**config.mk**
```make
export PLATFORM = sky130hd
export DESIGN_NAME = led_flash_ctrl
export DESIGN_NICKNAME = d
export VERILOG_FILES = /design/src/rtl/led_flash_ctrl_pkg.sv /design/src/rtl/led_flash_ctrl_tick_gen.sv /design/src/rtl/led_flash_ctrl.sv
export SDC_FILE = /design/constraint.sdc
export NUM_CORES = 1
export LEC_CHECK = 0
export CAP_MARGIN = 40
export CORE_AREA = 2 2 86 88
export CTS_BUF_LIST = sky130_fd_sc_hd__clkbuf_2 sky130_fd_sc_hd__clkbuf_4 sky130_fd_sc_hd__clkbuf_8
export CTS_CLUSTER_DIAMETER = 200
export DETAILED_ROUTE_END_ITERATION = 8
export DIE_AREA = 0 0 88 90
export PLACE_DENSITY = 0.78
export REMOVE_ABC_BUFFERS = 1
export SYNTH_ARGS = -nofsm -noshare
export SYNTH_HDL_FRONTEND = slang
export SYNTH_SLANG_ARGS = --single-unit
```
**constraint.sdc**
```tcl
create_clock -name clk -period 2.85 [get_ports clk]
set_clock_uncertainty 0.2 [all_clocks]
set_input_delay 0.285 -clock clk [delete_from_list [all_inputs] [get_ports clk]]
set_output_delay 0.285 -clock clk [all_outputs]
set_load 0.05 [all_outputs]
```
**src/rtl/led_flash_ctrl_pkg.sv**
```systemverilog
// -----------------------------------------------------------------------------
// led_flash_ctrl_pkg
//   Shared encodings for the LED flash controller: FSM state encoding, pattern
//   mode encoding and a helper that returns the pass length of each pattern.
// -----------------------------------------------------------------------------
package led_flash_ctrl_pkg;

    typedef enum logic [1:0] {
        ST_IDLE = 2'd0,
        ST_RUN  = 2'd1,
        ST_HOLD = 2'd2,
        ST_DONE = 2'd3
    } state_t;

    typedef enum logic [1:0] {
        MODE_BLINK     = 2'd0,
        MODE_CHASE_L   = 2'd1,
        MODE_CHASE_R   = 2'd2,
        MODE_PING_PONG = 2'd3
    } mode_t;

    localparam int PASS_W = 4;

    // Number of pattern ticks that make up one pass of the given mode.
    // Ping-pong visits every bit once in each direction without repeating
    // the end bits, hence 2*(led_w-1).
    function automatic int pass_len(mode_t m, int led_w);
        case (m)
            MODE_BLINK:     return 2;
            MODE_PING_PONG: return 2 * (led_w - 1);
            default:        return led_w;
        endcase
    endfunction

endpackage

```
**src/rtl/led_flash_ctrl_tick_gen.sv**
```systemverilog
// -----------------------------------------------------------------------------
// tick_gen
//   Prescaler producing a one-cycle step tick every TICK_DIV enabled cycles.
//   The counter runs 0..TICK_DIV-1 while en is high and wraps; tick is high
//   during the enabled cycle in which the counter sits at TICK_DIV-1.
// Ports
//   clk   in   system clock
//   rst   in   asynchronous reset, active-low
//   clr   in   synchronous clear of the counter (wins over en)
//   en    in   count enable
//   tick  out  step strobe
// -----------------------------------------------------------------------------
module tick_gen #(
    parameter int TICK_DIV = 50_000_000
) (
    input  logic clk,
    input  logic rst,
    input  logic clr,
    input  logic en,
    output logic tick
);

    localparam int CW = (TICK_DIV > 2) ? $clog2(TICK_DIV) : 1;
    localparam logic [CW-1:0] CNT_MAX = CW'(TICK_DIV - 1);
    localparam logic [CW-1:0] CNT_ONE = CW'(1);

    logic [CW-1:0] cnt;

    always_ff @(posedge clk or negedge rst) begin
        if (!rst) begin
            cnt <= '0;
        end else if (clr) begin
            cnt <= '0;
        end else if (en) begin
            cnt <= (cnt == CNT_MAX) ? '0 : cnt + CNT_ONE;
        end
    end

    assign tick = en && (cnt == CNT_MAX);

endmodule

```
**src/rtl/led_flash_ctrl.sv**
```systemverilog
// -----------------------------------------------------------------------------
// led_flash_ctrl
//   Sequences the LED bank through timed flash patterns. A host selects a
//   pattern mode and repeat count, then starts, pauses or stops the run.
//   Pattern steps are paced by tick_gen.
// Ports
//   clk         in   system clock
//   rst         in   asynchronous reset, active-low
//   start       in   1-cycle pulse, begins a run when idle
//   stop        in   1-cycle pulse, aborts a run
//   pause       in   level, freezes the run while high
//   mode        in   0=blink all, 1=chase left, 2=chase right, 3=ping-pong
//   repeat_cnt  in   passes to run, 0 = run forever
//   led         out  LED drive, registered
//   busy        out  high in RUN/HOLD
//   done        out  1-cycle pulse at normal completion
//
// FSM states
//   state   | meaning
//   --------+-------------------------------------------------------------
//   IDLE    | LEDs off, waiting for start
//   RUN     | prescaler running, pattern advances on each tick
//   HOLD    | paused: prescaler, step and pattern frozen
//   DONE    | one-cycle completion pulse, LEDs off, then IDLE
// -----------------------------------------------------------------------------
module led_flash_ctrl
    import led_flash_ctrl_pkg::*;
#(
    parameter int TICK_DIV = 50_000_000,
    parameter int LED_W    = 16
) (
    input  logic               clk,
    input  logic               rst,
    input  logic               start,
    input  logic               stop,
    input  logic               pause,
    input  logic [1:0]         mode,
    input  logic [3:0]         repeat_cnt,
    output logic [LED_W-1:0]   led,
    output logic               busy,
    output logic               done
);

    localparam int STEP_W = $clog2(2 * LED_W);
    localparam logic [STEP_W-1:0] STEP_ONE = STEP_W'(1);
    localparam logic [PASS_W-1:0] PASS_MAX = '1;
    localparam logic [PASS_W-1:0] PASS_ONE = PASS_W'(1);

    state_t              state_q, state_d;
    mode_t               mode_q, mode_d;
    logic [3:0]          rep_q, rep_d;
    logic [STEP_W-1:0]   step_q, step_d;
    logic [PASS_W-1:0]   pass_q, pass_d;
    logic                dir_q, dir_d;      // 1 = moving towards the MSB
    logic [LED_W-1:0]    led_q, led_d;

    logic                tick;
    logic                last_step;
    logic [PASS_W-1:0]   pass_next;
    logic [LED_W-1:0]    led_step;
    logic                dir_step;

    tick_gen #(
        .TICK_DIV (TICK_DIV)
    ) u_tick_gen (
        .clk  (clk),
        .rst  (rst),
        .clr  (state_q == ST_IDLE),
        .en   (state_q == ST_RUN),
        .tick (tick)
    );

    function automatic logic [LED_W-1:0] init_pattern(mode_t m);
        case (m)
            MODE_BLINK:   return '1;
            MODE_CHASE_R: return {1'b1, {(LED_W-1){1'b0}}};
            default:      return LED_W'(1);
        endcase
    endfunction

    assign last_step = (step_q == STEP_W'(pass_len(mode_q, LED_W) - 1));
    // Saturates so that a free-running (repeat_cnt=0) run never wraps.
    assign pass_next = (pass_q == PASS_MAX) ? pass_q : pass_q + PASS_ONE;

    // Next pattern value and direction for a step in the latched mode.
    always_comb begin
        led_step = led_q;
        dir_step = dir_q;
        case (mode_q)
            MODE_BLINK:   led_step = ~led_q;
            MODE_CHASE_L: led_step = {led_q[LED_W-2:0], led_q[LED_W-1]};
            MODE_CHASE_R: led_step = {led_q[0], led_q[LED_W-1:1]};
            MODE_PING_PONG: begin
                led_step = dir_q ? (led_q << 1) : (led_q >> 1);
                if (led_step[LED_W-1]) begin
                    dir_step = 1'b0;
                end else if (led_step[0]) begin
                    dir_step = 1'b1;
                end
            end
            default: led_step = led_q;
        endcase
    end

    always_comb begin
        state_d = state_q;
        mode_d  = mode_q;
        rep_d   = rep_q;
        step_d  = step_q;
        pass_d  = pass_q;
        dir_d   = dir_q;
        led_d   = led_q;

        case (state_q)
            ST_IDLE: begin
                led_d = '0;
                if (start && !stop) begin
                    state_d = ST_RUN;
                    mode_d  = mode_t'(mode);
                    rep_d   = repeat_cnt;
                    step_d  = '0;
                    pass_d  = '0;
                    dir_d   = 1'b1;
                    led_d   = init_pattern(mode_t'(mode));
                end
            end

            ST_RUN: begin
                if (stop) begin
                    state_d = ST_IDLE;
                    led_d   = '0;
                end else begin
                    if (tick) begin
                        led_d = led_step;
                        dir_d = dir_step;
                        if (last_step) begin
                            step_d = '0;
                            pass_d = pass_next;
                        end else begin
                            step_d = step_q + STEP_ONE;
                        end
                    end
                    if (tick && last_step && (rep_q != 4'd0) && (pass_next == rep_q)) begin
                        state_d = ST_DONE;
                        led_d   = '0;
                    end else if (pause) begin
                        state_d = ST_HOLD;
                    end
                end
            end

            ST_HOLD: begin
                if (stop) begin
                    state_d = ST_IDLE;
                    led_d   = '0;
                end else if (!pause) begin
                    state_d = ST_RUN;
                end
            end

            ST_DONE: begin
                state_d = ST_IDLE;
                led_d   = '0;
            end

            default: begin
                state_d = ST_IDLE;
                led_d   = '0;
            end
        endcase
    end

    always_ff @(posedge clk or negedge rst) begin
        if (!rst) begin
            state_q <= ST_IDLE;
        end else begin
            state_q <= state_d;
        end
    end

    always_ff @(posedge clk or negedge rst) begin
        if (!rst) begin
            mode_q <= MODE_BLINK;
            rep_q  <= '0;
            step_q <= '0;
            pass_q <= '0;
            dir_q  <= 1'b1;
            led_q  <= '0;
        end else begin
            mode_q <= mode_d;
            rep_q  <= rep_d;
            step_q <= step_d;
            pass_q <= pass_d;
            dir_q  <= dir_d;
            led_q  <= led_d;
        end
    end

    assign led  = led_q;
    assign busy = (state_q == ST_RUN) || (state_q == ST_HOLD);
    assign done = (state_q == ST_DONE);

endmodule

```
---- Word-level counts from Yosys, hierarchy flattened ----
Index checks and enable logic that the tools add are counted.
Widths: inputs -> output; s select.
word-level totals
  input bits .............................. 11
  register bits ........................... 60
operators by class
  bitwise logic cells ..................... 1
  multiplexer cells ....................... 38
  reductions and logical operators ........ 18
  add/sub/neg operators ................... 4
  equality and inequality tests ........... 21
operators by type and width
  kind                   count
  $pmux 16 s4            2
  $mux 16                6
  $mux 26                3
  $pmux 16 s2            1
  $add 26x1->26 const B  1
  $eq 26x26->1 const B   1
  $mux 4                 5
  $mux 5                 4
  $pmux 5 s2             2
  $not 16->16            1
  $mux 2                 6
  $ne 2x2->1 const B     6
  $eq 2x2->1 const B     5
  $ne 4x4->1 const B     2
  $pmux 2 s4             1
  $pmux 4 s2             1
  $logic_not 2->1        3
  $mux 1                 6
  $ne 3x3->1 const B     2
  $reduce_and 6->1       1
  $add 5x1->5 const B    1
  $eq 5x5->1             1
  $logic_and 1x1->1      5
  $reduce_and 5->1       1
  13 further kinds       15

---- Logic depth before layout (Yosys ltp) ----
  depth in word-level cells ............... 10
  mapped depth ............................ 10

---- Modules after synthesis ----
Synthesis repeated with hierarchy kept, for this count alone.
second synthesis, totals
  cell total of the unflattened synthesis .. 462
  area total of the unflattened synthesis .. 4225.3 um2
modules (own cells, without submodules)
  module          seq. area each (um2)  area each (um2)  cells an instance  times used
  led_flash_ctrl  852.1                 2673.8           289                1
  tick_gen        650.6                 1551.5           173                1

---- Worst setup path after synthesis ----
No wires, ideal clock.
  path kind ............................... reg-to-reg
  start point ............................. reg u_tick_gen.cnt[11]
  end point ............................... reg led_q[10], in the netlist led[10]
  arrival time ............................ 2216 ps
  slack ................................... 313 ps
  cell stages (with the launch flop) ...... 9
  cells stage by stage .................... dfrtp_1 -> or4b_1 -> or4_4 -> o21ai_2 -> a21o_1 -> buf_6 -> o31a_2 -> buf_6 -> a21oi_1
on the way
  word-level cells in the longest chain between the ends .. 8
RTL lines
  element                         line                           text
  start, declared                 led_flash_ctrl_tick_gen.sv:27  logic [CW-1:0] cnt;
  start signal, assigned          led_flash_ctrl_tick_gen.sv:35  cnt <= (cnt == CNT_MAX) ? '0 : cnt + CNT_ONE;
  $eq 26x26->1 *                  led_flash_ctrl_tick_gen.sv:39  assign tick = en && (cnt == CNT_MAX);
  $logic_and 1x1->1 *             led_flash_ctrl_tick_gen.sv:39
  $logic_and 1x1->1 (3 in a row)  led_flash_ctrl.sv:143          if (tick && last_step && (rep_q != 4'd0) && (pass_next == rep_q)) begin
  $mux 16                         led_flash_ctrl.sv:143
  $mux 16                         led_flash_ctrl.sv:129          if (stop) begin
  $pmux 16 s4                     led_flash_ctrl.sv:114          case (state_q)
  end signal, assigned            led_flash_ctrl.sv:195          led_q <= led_d;
  end, declared                   led_flash_ctrl.sv:55           logic [LED_W-1:0] led_q, led_d;
Mark *: on every way between the ends. The rest lies on a longest branch, timed or not.
A chain may end at the register's enable or synchronous reset.

---- Final worst setup path ----
  start point ............................. reg u_tick_gen.cnt[16]
  end point ............................... reg led_q[10], in the netlist led[10]
Same word-level chain as after synthesis.

==> results_tabular.tex <==
\begin{tabular}{lr}
\hline
Metric & Value \\
\hline
\multicolumn{2}{l}{\textbf{Cells and area}} \\
\quad Post-route design area & 4280 um2 \\
\quad Number of fill cells & 570 \\
\quad Ant. Diodes & 0 \\
\quad Area of the multi-input gates & 2010 um2 \\
\quad Sequential cell area & 1500 um2 \\
\quad Layout cell share with drive strength beyond 1 & 0.113 \\
\quad Final net count & 470 \\
\quad Utilization after layout & 0.610 \\
\quad Count of non-filler cells in the finished layout & 551 \\
\quad Area overhead of the layout relative to synthesis & 17.9\% \\
\multicolumn{2}{l}{\textbf{STA}} \\
\quad Setup-violating endpoint count in the final report & 0 \\
\quad Least-Margin Pin Slew & just over 700 ps \\
\quad Highest attainable clock frequency & 369 MHz \\
\quad Hold violation total from the final report & 0 \\
\quad Final Cycle Share & 0.951 \\
\quad RSZ-0062 raised after global routing & no \\
\quad Max\_slew headroom & 0.523 \\
\quad Pins over their slew limit & 0 \\
\quad Tmin final & between 2000 and 3000 ps \\
\multicolumn{2}{l}{\textbf{Global route}} \\
\quad GRT Util Overall & 0.230 \\
\quad Congestion Overflow GR & 0 \\
\quad Largest net degree at the start of global routing & 37 \\
\quad Initial antenna violation count & 0 \\
\quad Global-route wire length before repair & 14,700 um \\
\quad Number of global-route vias before repair & a little over 3,000 \\
\multicolumn{2}{l}{\textbf{Route}} \\
\quad Initial detailed-routing violation count & 289 \\
\quad Via total after detailed routing & 3,215 \\
\quad Wire length reported by the detailed router & between 8000 and 9000 um \\
\quad Mean routed wirelength per cell & about 15 um \\
\quad Via density per instance & 5.83 \\
\quad DRC violation count after routing & 0 \\
\quad Count of nets left with antenna violations after detail routing & 0 \\
\quad First drt pass iteration count & 4 \\
\multicolumn{2}{l}{\textbf{Yosys}} \\
\quad Number of flops mapped to enable cells by yosys & 0 \\
\quad Instance count of the mapped netlist & about 400 \\
\quad Primary flip-flop cell chosen by synthesis mapping & sky130\_fd\_sc\_hd\_\_dfrtp\_1 \\
\quad Number of synthesis warnings & 0 \\
\quad Biggest area consumer among synthesized cells & sky130\_fd\_sc\_hd\_\_dfrtp\_1 \\
\quad Post-Syn Area per Cell & 8.86 um2 \\
\quad Top cell type's share of synthesized area & 0.406 \\
\quad Async S/R FF share, synth & 1.00 \\
\quad Dominant cells by area after synthesis & sky130\_fd\_sc\_hd\_\_dfrtp\_1 41\%, sky130\_fd\_sc\_hd\_\_a21oi\_1 7.2\%, sky130\_fd\_sc\_hd\_\_o21ai\_0 4.4\% \\
\quad Dominant cell by count in the synthesized netlist & sky130\_fd\_sc\_hd\_\_dfrtp\_1 \\
\quad Number of different library cells in the post-synthesis netlist & around 60 \\
\quad Seq cells post-synth & 60 \\
\quad Sequential area share after synthesis & 0.414 \\
\quad Synth Cell Area & roughly 3600 um2 \\
\quad Top cells by instance count after synthesis & 59 x sky130\_fd\_sc\_hd\_\_dfrtp\_1, 52 x sky130\_fd\_sc\_hd\_\_a21oi\_1, 41 x sky130\_fd\_sc\_hd\_\_nor2\_1 \\
\multicolumn{2}{l}{\textbf{Worst hold path}} \\
\quad Hold Path Origin & u\_tick\_gen.cnt[20] \\
\quad Class of the most critical hold timing path & flip-flop to flip-flop \\
\quad End point of the worst hold path & u\_tick\_gen.cnt[20] \\
\quad Worst hold stages & 1 \\
\multicolumn{2}{l}{\textbf{Power}} \\
\quad Clock network fraction of total power & 0.196 \\
\quad Net load switching power & 1.75 mW \\
\quad Power per unit of standard cell area & 901 nW/um2 \\
\quad Max VDD drop & 0.336 mV \\
\quad Leakage Power & approximately 1.8 nW \\
\quad Cell Int Power & 2.10 mW \\
\quad Switching portion of total power & 0.455 \\
\quad Sequential power share & 0.317 \\
\quad Comb power frac & 0.487 \\
\multicolumn{2}{l}{\textbf{Floorplanning}} \\
\quad Chip height & 90 um \\
\quad Starting Density & 0.517 \\
\quad Core footprint & 7020 um2 \\
\quad Die ar. & 7920 um2 \\
\quad Floorplan die width & around 90 um \\
\quad Number of cell rows & 31 \\
\quad I/O pin count & 29 \\
\multicolumn{2}{l}{\textbf{Clock tree}} \\
\quad Clock Sink Count & 60 \\
\quad Clock root buffer & sky130\_fd\_sc\_hd\_\_clkbuf\_8 \\
\quad Number of H-tree levels & 3 \\
\quad Buffer depth of the longest clock path & 2 \\
\quad Clock slew at the register clock pins of the worst setup and hold paths & 60 ps \\
\quad CTS tree & built \\
\quad TritonCTS buffer count & 9 \\
\quad Number of buffers inserted by post-CTS setup repair & 0 \\
\quad Worst skew pair latency & 340 ps \\
\multicolumn{2}{l}{\textbf{Placed design}} \\
\quad Placed cell count & around 530 \\
\quad Post-detail-place hpwl & around 6000 um \\
\quad Post-DP Area & 4060 um2 \\
\quad Global placer's final weighted congestion & about 0.82 \\
\quad Total of buffers placed on input and output ports & 28 \\
\multicolumn{2}{l}{\textbf{Status}} \\
\quad Run status & finished clean \\
\multicolumn{2}{l}{\textbf{Worst setup path}} \\
\quad Endpoint type of the worst setup path & flip-flop \\
\quad Worst reg2reg path endpoint & led[10] \\
\quad Type of element launching the critical path & flip-flop \\
\quad R2r startpoint & u\_tick\_gen.cnt[16] \\
\quad Worst reg-to-reg setup slack & 140 ps \\
\quad Crit path DAT & 2720 ps \\
\quad Worst r2r path cells & 7 \\
\quad Start-to-end type of the worst setup path & flip-flop to flip-flop \\
\quad Required @ worst endpoint & 2860 ps \\
\quad Crit-path max FO & 9 \\
\multicolumn{2}{l}{\textbf{Run}} \\
\quad Count of max-cap constraint violations & 0 \\
\hline
\end{tabular}
worst max-delay path by stage:
stage                     depth (start not counted)  slack [ps]               start                 end
after global placement                            7         140  u_tick_gen.cnt[16]             led[14]
final                                             7         140  u_tick_gen.cnt[16]             led[10]
after global routing                              7          20  u_tick_gen.cnt[16]              led[6]
after floorplan                                   6         -20  u_tick_gen.cnt[11]  u_tick_gen.cnt[19]
after CTS                                         7          80  u_tick_gen.cnt[16]             led[14]
after detailed placement                          7          80  u_tick_gen.cnt[16]             led[14]
per-layer routing:
metal / wire [um] / track usage
met5: 0 / 0
met4: 172 / 0.0718
met3: 306 / 0.0588
met2: 4100 / 0.369
met1: 3890 / 0.300
metrics by stage:
step | worst slack, ps | hold WS (ps) | setup TNS [ps] | power [mW]
2_1_floorplan | -17.8 | -211 | -74.3 | 2.49
3_3_place_gp | 140 | 136 | 0 | 3.02
5_1_grt | 17.0 | 295 | 0 | 4.13
4_1_cts | 76.7 | 283 | 0 | 3.84
3_5_place_dp | 84.0 | 143 | 0 | 3.07
6_report | 140 | 278 | 0 | 3.86
cell families (layout without fill, tap and decap cells):
logic type | after synthesis | in the layout | share of synthesized area
AND/OR/NAND/NOR | 151 | 151 | 0.211
AO/OA/AOI/OAI | 134 | 134 | 0.236
flip-flops | 60 | 60 | 0.414
buffers and inverters | 30 | 72 | 0.0379
XOR/XNOR | 15 | 15 | 0.0362
adder cells (fa/ha/maj) | 12 | 12 | 0.0413
multiplexers | 8 | 8 | 0.0241
repair_timing:
item,CTS,global route
setup endpoints to repair,0,9
hold buffers,1,0
resized for setup,0,2
hold endpoints to repair,26,0
power by group through the flow:
stage / clock network [mW] / registers, mW / logic [mW]
after floorplan: 0 / 1.44 / 1.05
after global placement: 0 / 1.23 / 1.80
after detailed placement: 0 / 1.23 / 1.84
after CTS: 0.770 / 1.22 / 1.85
after global routing: 0.814 / 1.26 / 2.06
final: 0.757 / 1.22 / 1.88
critical path, stage by stage, from the launching register on:
cell and delay, ps:
sky130_fd_sc_hd__dfrtp_1 420, sky130_fd_sc_hd__or4b_1 540, sky130_fd_sc_hd__or4_4 480, sky130_fd_sc_hd__nor3_2 340, sky130_fd_sc_hd__a41oi_4 240, sky130_fd_sc_hd__buf_4 240, sky130_fd_sc_hd__nand2_1 60, sky130_fd_sc_hd__a21oi_1 60
sequential cells by signal, indices dropped and copies added (netlist names):
signal	count
dir_q	1
u_tick_gen.cnt	26
state_q	2
step_q	5
led	16
pass_q	4
mode_q	2
rep_q	4
layout make-up:
cell class / count / share of cell area
clock buffers: 11 / 0.0324
clock inverters: 5 / 0.0123
inverters: 12 / 0.0105
multi-input cells: 320 / 0.469
flip-flops and latches: 60 / 0.351
well taps: 99 / 0.0289
repair buffers: 44 / 0.0958
cells in the final DEF (no fill, tap or decap), types with 3 or more instances in the layout:
| cell | instances |
|---|---|
| sky130_fd_sc_hd__and3_1 | 7 |
| sky130_fd_sc_hd__mux2_2 | 6 |
| sky130_fd_sc_hd__a21oi_1 | 52 |
| sky130_fd_sc_hd__xnor2_1 | 4 |
| sky130_fd_sc_hd__nand3_1 | 20 |
| sky130_fd_sc_hd__a21o_1 | 3 |
| sky130_fd_sc_hd__nor2_1 | 41 |
| sky130_fd_sc_hd__nand4_1 | 8 |
| sky130_fd_sc_hd__nor3_1 | 5 |
| sky130_fd_sc_hd__xor2_1 | 11 |
| sky130_fd_sc_hd__o31ai_1 | 10 |
| sky130_fd_sc_hd__o21ai_0 | 32 |
| sky130_fd_sc_hd__o41ai_1 | 3 |
| sky130_fd_sc_hd__nand2_1 | 36 |
| sky130_fd_sc_hd__inv_1 | 12 |
| sky130_fd_sc_hd__clkinv_2 | 3 |
| sky130_fd_sc_hd__nor4_1 | 5 |
| sky130_fd_sc_hd__dfrtp_1 | 59 |
| sky130_fd_sc_hd__a221oi_1 | 16 |
| sky130_fd_sc_hd__nor2b_1 | 4 |
| sky130_fd_sc_hd__clkdlybuf4s50_1 | 27 |
| sky130_fd_sc_hd__buf_4 | 14 |
| sky130_fd_sc_hd__and4_1 | 3 |
| sky130_fd_sc_hd__clkbuf_8 | 9 |
| sky130_fd_sc_hd__ha_1 | 12 |
(Power assumes the default switching activity.)
